[src/rtl/conv_mac_pe_if.sv]
// conv_mac_pe_if: beat/result bundle for the conv_mac_pe processing element.
//   master : controller side, drives beats (in_valid/in_first/in_last/x/w),
//            receives results (odata/out_valid/sat)
//   slave  : PE side, the mirror image
// x and w carry TAPS signed lanes, lane i at [i*DATA_W +: DATA_W].
interface conv_mac_pe_if #(
    parameter int DATA_W = 16,
    parameter int TAPS   = 4,
    parameter int OUT_W  = 32
);
    logic                     in_valid;
    logic                     in_first;
    logic                     in_last;
    logic [TAPS*DATA_W-1:0]   x;
    logic [TAPS*DATA_W-1:0]   w;
    logic [OUT_W-1:0]         odata;
    logic                     out_valid;
    logic                     sat;

    modport master (
        output in_valid, in_first, in_last, x, w,
        input  odata, out_valid, sat
    );

    modport slave (
        input  in_valid, in_first, in_last, x, w,
        output odata, out_valid, sat
    );
endinterface

[src/rtl/conv_mac_pe.sv]
// conv_mac_pe: multiply-accumulate processing element for conv layers.
// Each valid beat multiplies TAPS signed x/w pairs, sums them and accumulates
// across the beats of one output point (in_first .. in_last). On the last
// beat a requantised (>>> SHIFT), saturated result is emitted with a
// one-cycle out_valid pulse; sat flags a clipped result.
// Ports:
//   clk  - rising-edge clock
//   rst  - synchronous, active-high reset
//   bus  - conv_mac_pe_if slave: beats in, results out
// Pipeline: input reg -> lane product -> lane sum -> accumulate/saturate.
// A beat sampled at edge N produces out_valid in the cycle after edge N+3.

// Per-lane input register plus signed multiplier register.
module conv_mac_lane #(
    parameter int DATA_W = 16
) (
    input  logic                       clk,
    input  logic signed [DATA_W-1:0]   x,
    input  logic signed [DATA_W-1:0]   w,
    output logic signed [2*DATA_W-1:0] p
);
    logic signed [DATA_W-1:0] x_q;
    logic signed [DATA_W-1:0] w_q;

    // Data path carries no reset; validity is tracked by the valid pipe.
    always_ff @(posedge clk) begin
        x_q <= x;
        w_q <= w;
        p   <= (2*DATA_W)'(x_q) * (2*DATA_W)'(w_q);
    end
endmodule

module conv_mac_pe #(
    parameter int DATA_W = 16,
    parameter int TAPS   = 4,
    parameter int ACC_W  = 40,
    parameter int OUT_W  = 32,
    parameter int SHIFT  = 0
) (
    input  logic         clk,
    input  logic         rst,
    conv_mac_pe_if.slave bus
);
    // [0] input reg, [1] product reg, [2] sum reg
    localparam int STAGES = 2;

    logic [STAGES:0]               vld_pipe;
    logic [STAGES:0]               first_pipe;
    logic [STAGES:0]               last_pipe;
    logic [TAPS-1:0][2*DATA_W-1:0] p;
    logic signed [ACC_W-1:0]       psum;
    logic signed [ACC_W-1:0]       s;
    logic signed [ACC_W-1:0]       acc;
    logic signed [ACC_W-1:0]       acc_next;
    logic signed [ACC_W-1:0]       shifted;
    logic [ACC_W-OUT_W:0]          top_bits;
    logic                          clip;
    logic [OUT_W-1:0]              clip_val;
    logic [OUT_W-1:0]              odata_q;
    logic                          sat_q;
    logic                          out_valid_q;

    for (genvar i = 0; i < TAPS; i++) begin : g_lane
        conv_mac_lane #(.DATA_W(DATA_W)) u_lane (
            .clk (clk),
            .x   (bus.x[i*DATA_W +: DATA_W]),
            .w   (bus.w[i*DATA_W +: DATA_W]),
            .p   (p[i])
        );
    end

    // Flags travel alongside the data; reset drops every beat in flight.
    always_ff @(posedge clk) begin
        if (rst) begin
            vld_pipe   <= '0;
            first_pipe <= '0;
            last_pipe  <= '0;
        end else begin
            vld_pipe   <= {vld_pipe[STAGES-1:0],   bus.in_valid};
            first_pipe <= {first_pipe[STAGES-1:0], bus.in_first};
            last_pipe  <= {last_pipe[STAGES-1:0],  bus.in_last};
        end
    end

    always_comb begin
        psum = '0;
        for (int i = 0; i < TAPS; i++) begin
            psum = psum + ACC_W'($signed(p[i]));
        end
    end

    always_ff @(posedge clk) begin
        s <= psum;
    end

    // The value fits OUT_W iff every bit from the OUT_W sign bit upward
    // matches; otherwise clip toward the side given by the true sign.
    always_comb begin
        acc_next = first_pipe[STAGES] ? s : acc + s;
        shifted  = acc_next >>> SHIFT;
        top_bits = shifted[ACC_W-1:OUT_W-1];
        clip     = !((&top_bits) || !(|top_bits));
        clip_val = shifted[ACC_W-1] ? {1'b1, {(OUT_W-1){1'b0}}}
                                    : {1'b0, {(OUT_W-1){1'b1}}};
    end

    always_ff @(posedge clk) begin
        if (rst) begin
            acc         <= '0;
            odata_q     <= '0;
            sat_q       <= 1'b0;
            out_valid_q <= 1'b0;
        end else begin
            out_valid_q <= 1'b0;
            if (vld_pipe[STAGES]) begin
                acc <= acc_next;
                if (last_pipe[STAGES]) begin
                    out_valid_q <= 1'b1;
                    sat_q       <= clip;
                    odata_q     <= clip ? clip_val : shifted[OUT_W-1:0];
                end
            end
        end
    end

    assign bus.odata     = odata_q;
    assign bus.sat       = sat_q;
    assign bus.out_valid = out_valid_q;
endmodule

[src/flat_wrapper.sv]
// flat-port wrapper written by rule: the top's interface ports become plain ports
module conv_mac_pe_flat 
#(
    parameter int DATA_W = 16,
    parameter int TAPS   = 4,
    parameter int ACC_W  = 40,
    parameter int OUT_W  = 32,
    parameter int SHIFT  = 0
)
  (clk, rst, bus_in_valid, bus_in_first, bus_in_last, bus_x, bus_w, bus_odata, bus_out_valid, bus_sat);
  conv_mac_pe_if #(.DATA_W(DATA_W), .TAPS(TAPS), .OUT_W(OUT_W)) bus_i ();
  input  logic clk;
  input  logic rst;
  input wire logic [$bits(bus_i.in_valid)-1:0] bus_in_valid;
  input wire logic [$bits(bus_i.in_first)-1:0] bus_in_first;
  input wire logic [$bits(bus_i.in_last)-1:0] bus_in_last;
  input wire logic [$bits(bus_i.x)-1:0] bus_x;
  input wire logic [$bits(bus_i.w)-1:0] bus_w;
  output wire logic [$bits(bus_i.odata)-1:0] bus_odata;
  output wire logic [$bits(bus_i.out_valid)-1:0] bus_out_valid;
  output wire logic [$bits(bus_i.sat)-1:0] bus_sat;
  assign bus_i.in_valid = bus_in_valid;
  assign bus_i.in_first = bus_in_first;
  assign bus_i.in_last = bus_in_last;
  assign bus_i.x = bus_x;
  assign bus_i.w = bus_w;
  assign bus_odata = bus_i.odata;
  assign bus_out_valid = bus_i.out_valid;
  assign bus_sat = bus_i.sat;
  conv_mac_pe #(.DATA_W(DATA_W), .TAPS(TAPS), .ACC_W(ACC_W), .OUT_W(OUT_W), .SHIFT(SHIFT)) u_core (.clk(clk), .rst(rst), .bus(bus_i));
endmodule
[config.mk]
export PLATFORM = sky130hd
export DESIGN_NAME = conv_mac_pe_flat
export DESIGN_NICKNAME = d
export VERILOG_FILES = /design/src/rtl/conv_mac_pe_if.sv /design/src/rtl/conv_mac_pe.sv /design/src/flat_wrapper.sv
export SDC_FILE = /design/constraint.sdc
export NUM_CORES = 2
export LEC_CHECK = 0
export CAP_MARGIN = 25
export CELL_PAD_IN_SITES_DETAIL_PLACEMENT = 1
export CELL_PAD_IN_SITES_GLOBAL_PLACEMENT = 2
export CORE_UTILIZATION = 35
export DETAILED_ROUTE_END_ITERATION = 16
export PLACE_DENSITY = 0.85
export SLEW_MARGIN = 20
export SYNTH_ARGS = -nofsm -noshare
export SYNTH_HDL_FRONTEND = slang
export SYNTH_SLANG_ARGS = --single-unit
[constraint.sdc]
create_clock -name clk -period 5.9 [get_ports clk]
set_input_delay 1.77 -clock clk [delete_from_list [all_inputs] [get_ports clk]]
set_output_delay 1.77 -clock clk [all_outputs]
set_load 0.01 [all_outputs]
==> results.yml <==
outcome:
  status: "finished, violations left"
  violations: "setup timing"
route:
  antenna_left: 0
  drc_errors: 0
  viasPerCell: 4.85
  dr.pass1.iters: 5
  dr_total_vias: 40700
  detail_route.wl_per_cell_um: 18.7
  drt_iter0_markers: 1532
  finalWirelength_um: 157000
synth:
  netlist_area_sq_um: 54100
  async_reset_ff_share_pct: 0
  synth_fp_nets: 7345
  syn_area_per_cell_sq_um: 9.51
  synth_edf_count: 0
  synth-seq-cells: 379
  synth_cell_types: 90
  ys.flop_type: "dfxtp_1"
  ys_seq_area_share_pct: 14.0
  yosysWarnings: 0
  synth_cells: 5696
final_layout:
  drive_gt1_share_pct: 17.9
  layout_common_cells: "1,180 x inv_1, 1,034 x fa_1, 552 x nand2_1"
  fin_util_pct: 43.2
  final-seq-area_sq_um: 7860
  multi_input_area_sq_um: 42700
  fin_cells: 8403
  n_fill_cell: 17400
  syn_to_final_growth_pct: 21.9
  nNetsFinal: 7982
  final_common_cell: "inv_1"
global_routing:
  antenna_found_initial: 3
  grt_max_degree: 74
  overflow: 0
  grt_pass1_vias: 47300
  grtUsageTotal_pct: 20.4
  grt_pass1_wl_um: 254000
timing:
  worst_pin_slew_ns: 0.831
  finalWorstSetupSlack_ns: -0.180
  holdWs_ns: 0.439
  relSlewSlack_pct: 44.6
  finalCritPeriodShare_pct: 103
  final_hold_viol_count: 0
  fin_skew_ns: 0.0467
  rsz0062_at_grt: "true"
  finalMaxSlewViolations: 0
  setup_viol: 12
  fin_crit_ns: 6.08
  fmax_ghz: 0.164
setup_path:
  crit_arrival_ns: 6.61
  cp-end-kind: "flop"
  cp_num_cells: 21
  r2r_slack_ns: -0.18
  slowest_delay_ns: 0.57
  cp_top_family: "adder cells"
  worstSetupStartpointType: "flop"
  critPathBufInv: 2
  crit_start: "u_core.g_lane[3].u_lane.x_q[7]$_DFF_P_"
  crit_path_frequent_cell: "fa_1"
  cp_data_required_time_ns: 6.43
  path_cells: "and2_4, fa_1, inv_1, fa_1, fa_1, fa_1, inv_2, fa_1, fa_1, ha_4, a21o_1, a21o_1, a21oi_2, a2bb2oi_4, a31oi_4, o21ai_2, a21boi_2, o21a_1, o21a_1, o41a_1, xnor2_1"
  worstSetupPathType: "reg2reg"
  r2r_end: "u_core.g_lane[3].u_lane.p[31]$_DFF_P_"
  rr_worst_depth: 21
  cp-endpoint: "u_core.g_lane[3].u_lane.p[31]$_DFF_P_"
  cp_slowest_cell: "fa_1"
  timing.rr.start: "u_core.g_lane[3].u_lane.x_q[7]$_DFF_P_"
  crit_fanout: 5
floorplan:
  core-area_sq_um: 153000
  dieArea_sq_um: 156000
  initial_utilization_pct: 35.4
  die_h_um: 395
  ioPinCount: 167
  num_rows: 143
  die_x_um: 395
clock_tree:
  cts_tree: "built"
  cts.path.max_buffers: 3
  insertion_delay_ns: 0.69
  cts-root-buf: "clkbuf_16"
  htreeDepth: 2
  holdBufCountCts: 0
  numCtsBuffers: 51
  cts_sinks: 379
  cts.clk_slew.worst_paths_ns: 0.06
min_path:
  hold_class: "reg2reg"
placement:
  place_ws_ns: -0.552
  dp.cells: 8212
  dp_hpwl_um: 131000
  io_buffers: 166
  gp_congestion: 0.881
run:
  maxCapViolCount: 0
[through the flow]
stage | setup TNS, ns | cell area, sq um
5_1_grt | -5.10 | 66000
3_5_place_dp | -10.50 | 61600
6_report | -0.980 | 66000
4_1_cts | -0.724 | 64700
3_3_place_gp | -6.53 | 61600
2_1_floorplan | -0.0266 | 54300
[Yosys cell counts (5+ instances only)]
library cell	instances	area, sq um
o41ai_1	5	43.8
xor2_1	53	464
a211oi_2	33	413
xnor2_1	172	1510
o22ai_1	5	31.3
nor3b_1	6	45.0
a211o_1	5	43.8
mux2_2	5	56.3
nand3b_1	5	37.5
inv_1	1218	4570
a21oi_1	184	921
o21bai_1	38	285
o21a_1	25	188
o21ai_1	6	30.0
a31oi_1	11	68.8
nand4_1	12	75.1
a211oi_1	45	338
nor2b_1	30	188
a21o_1	75	563
buf_2	7	35.0
o21ai_0	85	425
or3_1	21	131
nand2_1	571	2140
nor2_1	239	897
clkbuf_1	156	586
dfxtp_1	379	7590
and3_1	22	138
a41o_1	5	50.1
buf_1	6	22.5
o31ai_1	6	45.0
a311oi_1	6	52.6
o211ai_1	13	97.6
and2_1	499	3120
fa_1	1083	21700
or2_2	5	31.3
o31a_1	7	61.3
mux2i_1	8	80.1
nand2b_1	41	257
nand3_1	43	215
ha_1	433	5420
nor3_1	38	190
[routing by layer]
metal | share of wire (%) | up-vias | GRT usage (%)
li1 | - | 18600 | -
met1 | 42 | 21300 | 25.7
met2 | 52 | 612 | 37.2
met3 | 3.4 | 177 | 2.01
met4 | 2.2 | 2 | 4.69
met5 | 0.0083 | - | 0
[worst min path at each step]
stage,startpoint,endpoint,cells after the start
after floorplan,u_core.first_pipe[0]$_SDFF_PP0_,u_core.first_pipe[1]$_SDFF_PP0_,1
after global placement,u_core.vld_pipe[0]$_SDFF_PP0_,u_core.vld_pipe[1]$_SDFF_PP0_,1
after detailed placement,u_core.first_pipe[1]$_SDFF_PP0_,u_core.first_pipe[2]$_SDFF_PP0_,1
after CTS,u_core.first_pipe[1]$_SDFF_PP0_,u_core.first_pipe[2]$_SDFF_PP0_,1
after global routing,u_core.first_pipe[1]$_SDFF_PP0_,u_core.first_pipe[2]$_SDFF_PP0_,1
final,u_core.first_pipe[1]$_SDFF_PP0_,u_core.first_pipe[2]$_SDFF_PP0_,1
[what timing repair did]
| item | CTS | global route |
|---|---|---|
| buffers inserted | 40 | 66 |
| pin swaps | 104 | 167 |
| gates cloned | 0 | 1 |
| resized for setup | 307 | 233 |
| endpoints found under the setup margin | 53 | 52 |
[state kept, by name (all words and copies together), names as in the netlist]
| name | flops |
|---|---|
| u_core.acc | 40 |
| u_core.g_lane.u_lane.w_q | 64 |
| u_core.last_pipe | 3 |
| u_core.s | 40 |
| u_core.bus.out_valid | 1 |
| u_core.bus.odata | 32 |
| u_core.g_lane.u_lane.x_q | 64 |
| u_core.bus.sat | 1 |
| u_core.vld_pipe | 3 |
| u_core.g_lane.u_lane.p | 128 |
| u_core.first_pipe | 3 |
[layout make-up]
cell class | count | area share (%)
flip-flops and latches | 379 | 11.9
inverters | 1218 | 6.93
clock buffers | 67 | 2.16
well taps | 2030 | 3.85
clock inverters | 25 | 0.525
diodes | 1 | 0.00379
multi-input cells | 3923 | 64.6
repair buffers | 760 | 10.0
[cell families (layout without fill, tap and decap cells)]
logic type | after synthesis | after routing | synth area share [%]
AND/OR/NAND/NOR | 1550 | 1550 | 14.1
adder cells (fa/ha/maj) | 1516 | 1516 | 50.0
buffers and inverters | 1394 | 2070 | 9.82
AO/OA/AOI/OAI | 618 | 618 | 8.08
flip-flops | 379 | 379 | 14.0
XOR/XNOR | 225 | 225 | 3.64
multiplexers | 14 | 14 | 0.280
other | 0 | 1 | 0
Power is left out: the tool's default activity adds up to more than one toggle a clock period on the data nets, which glitch-free logic cannot reach.
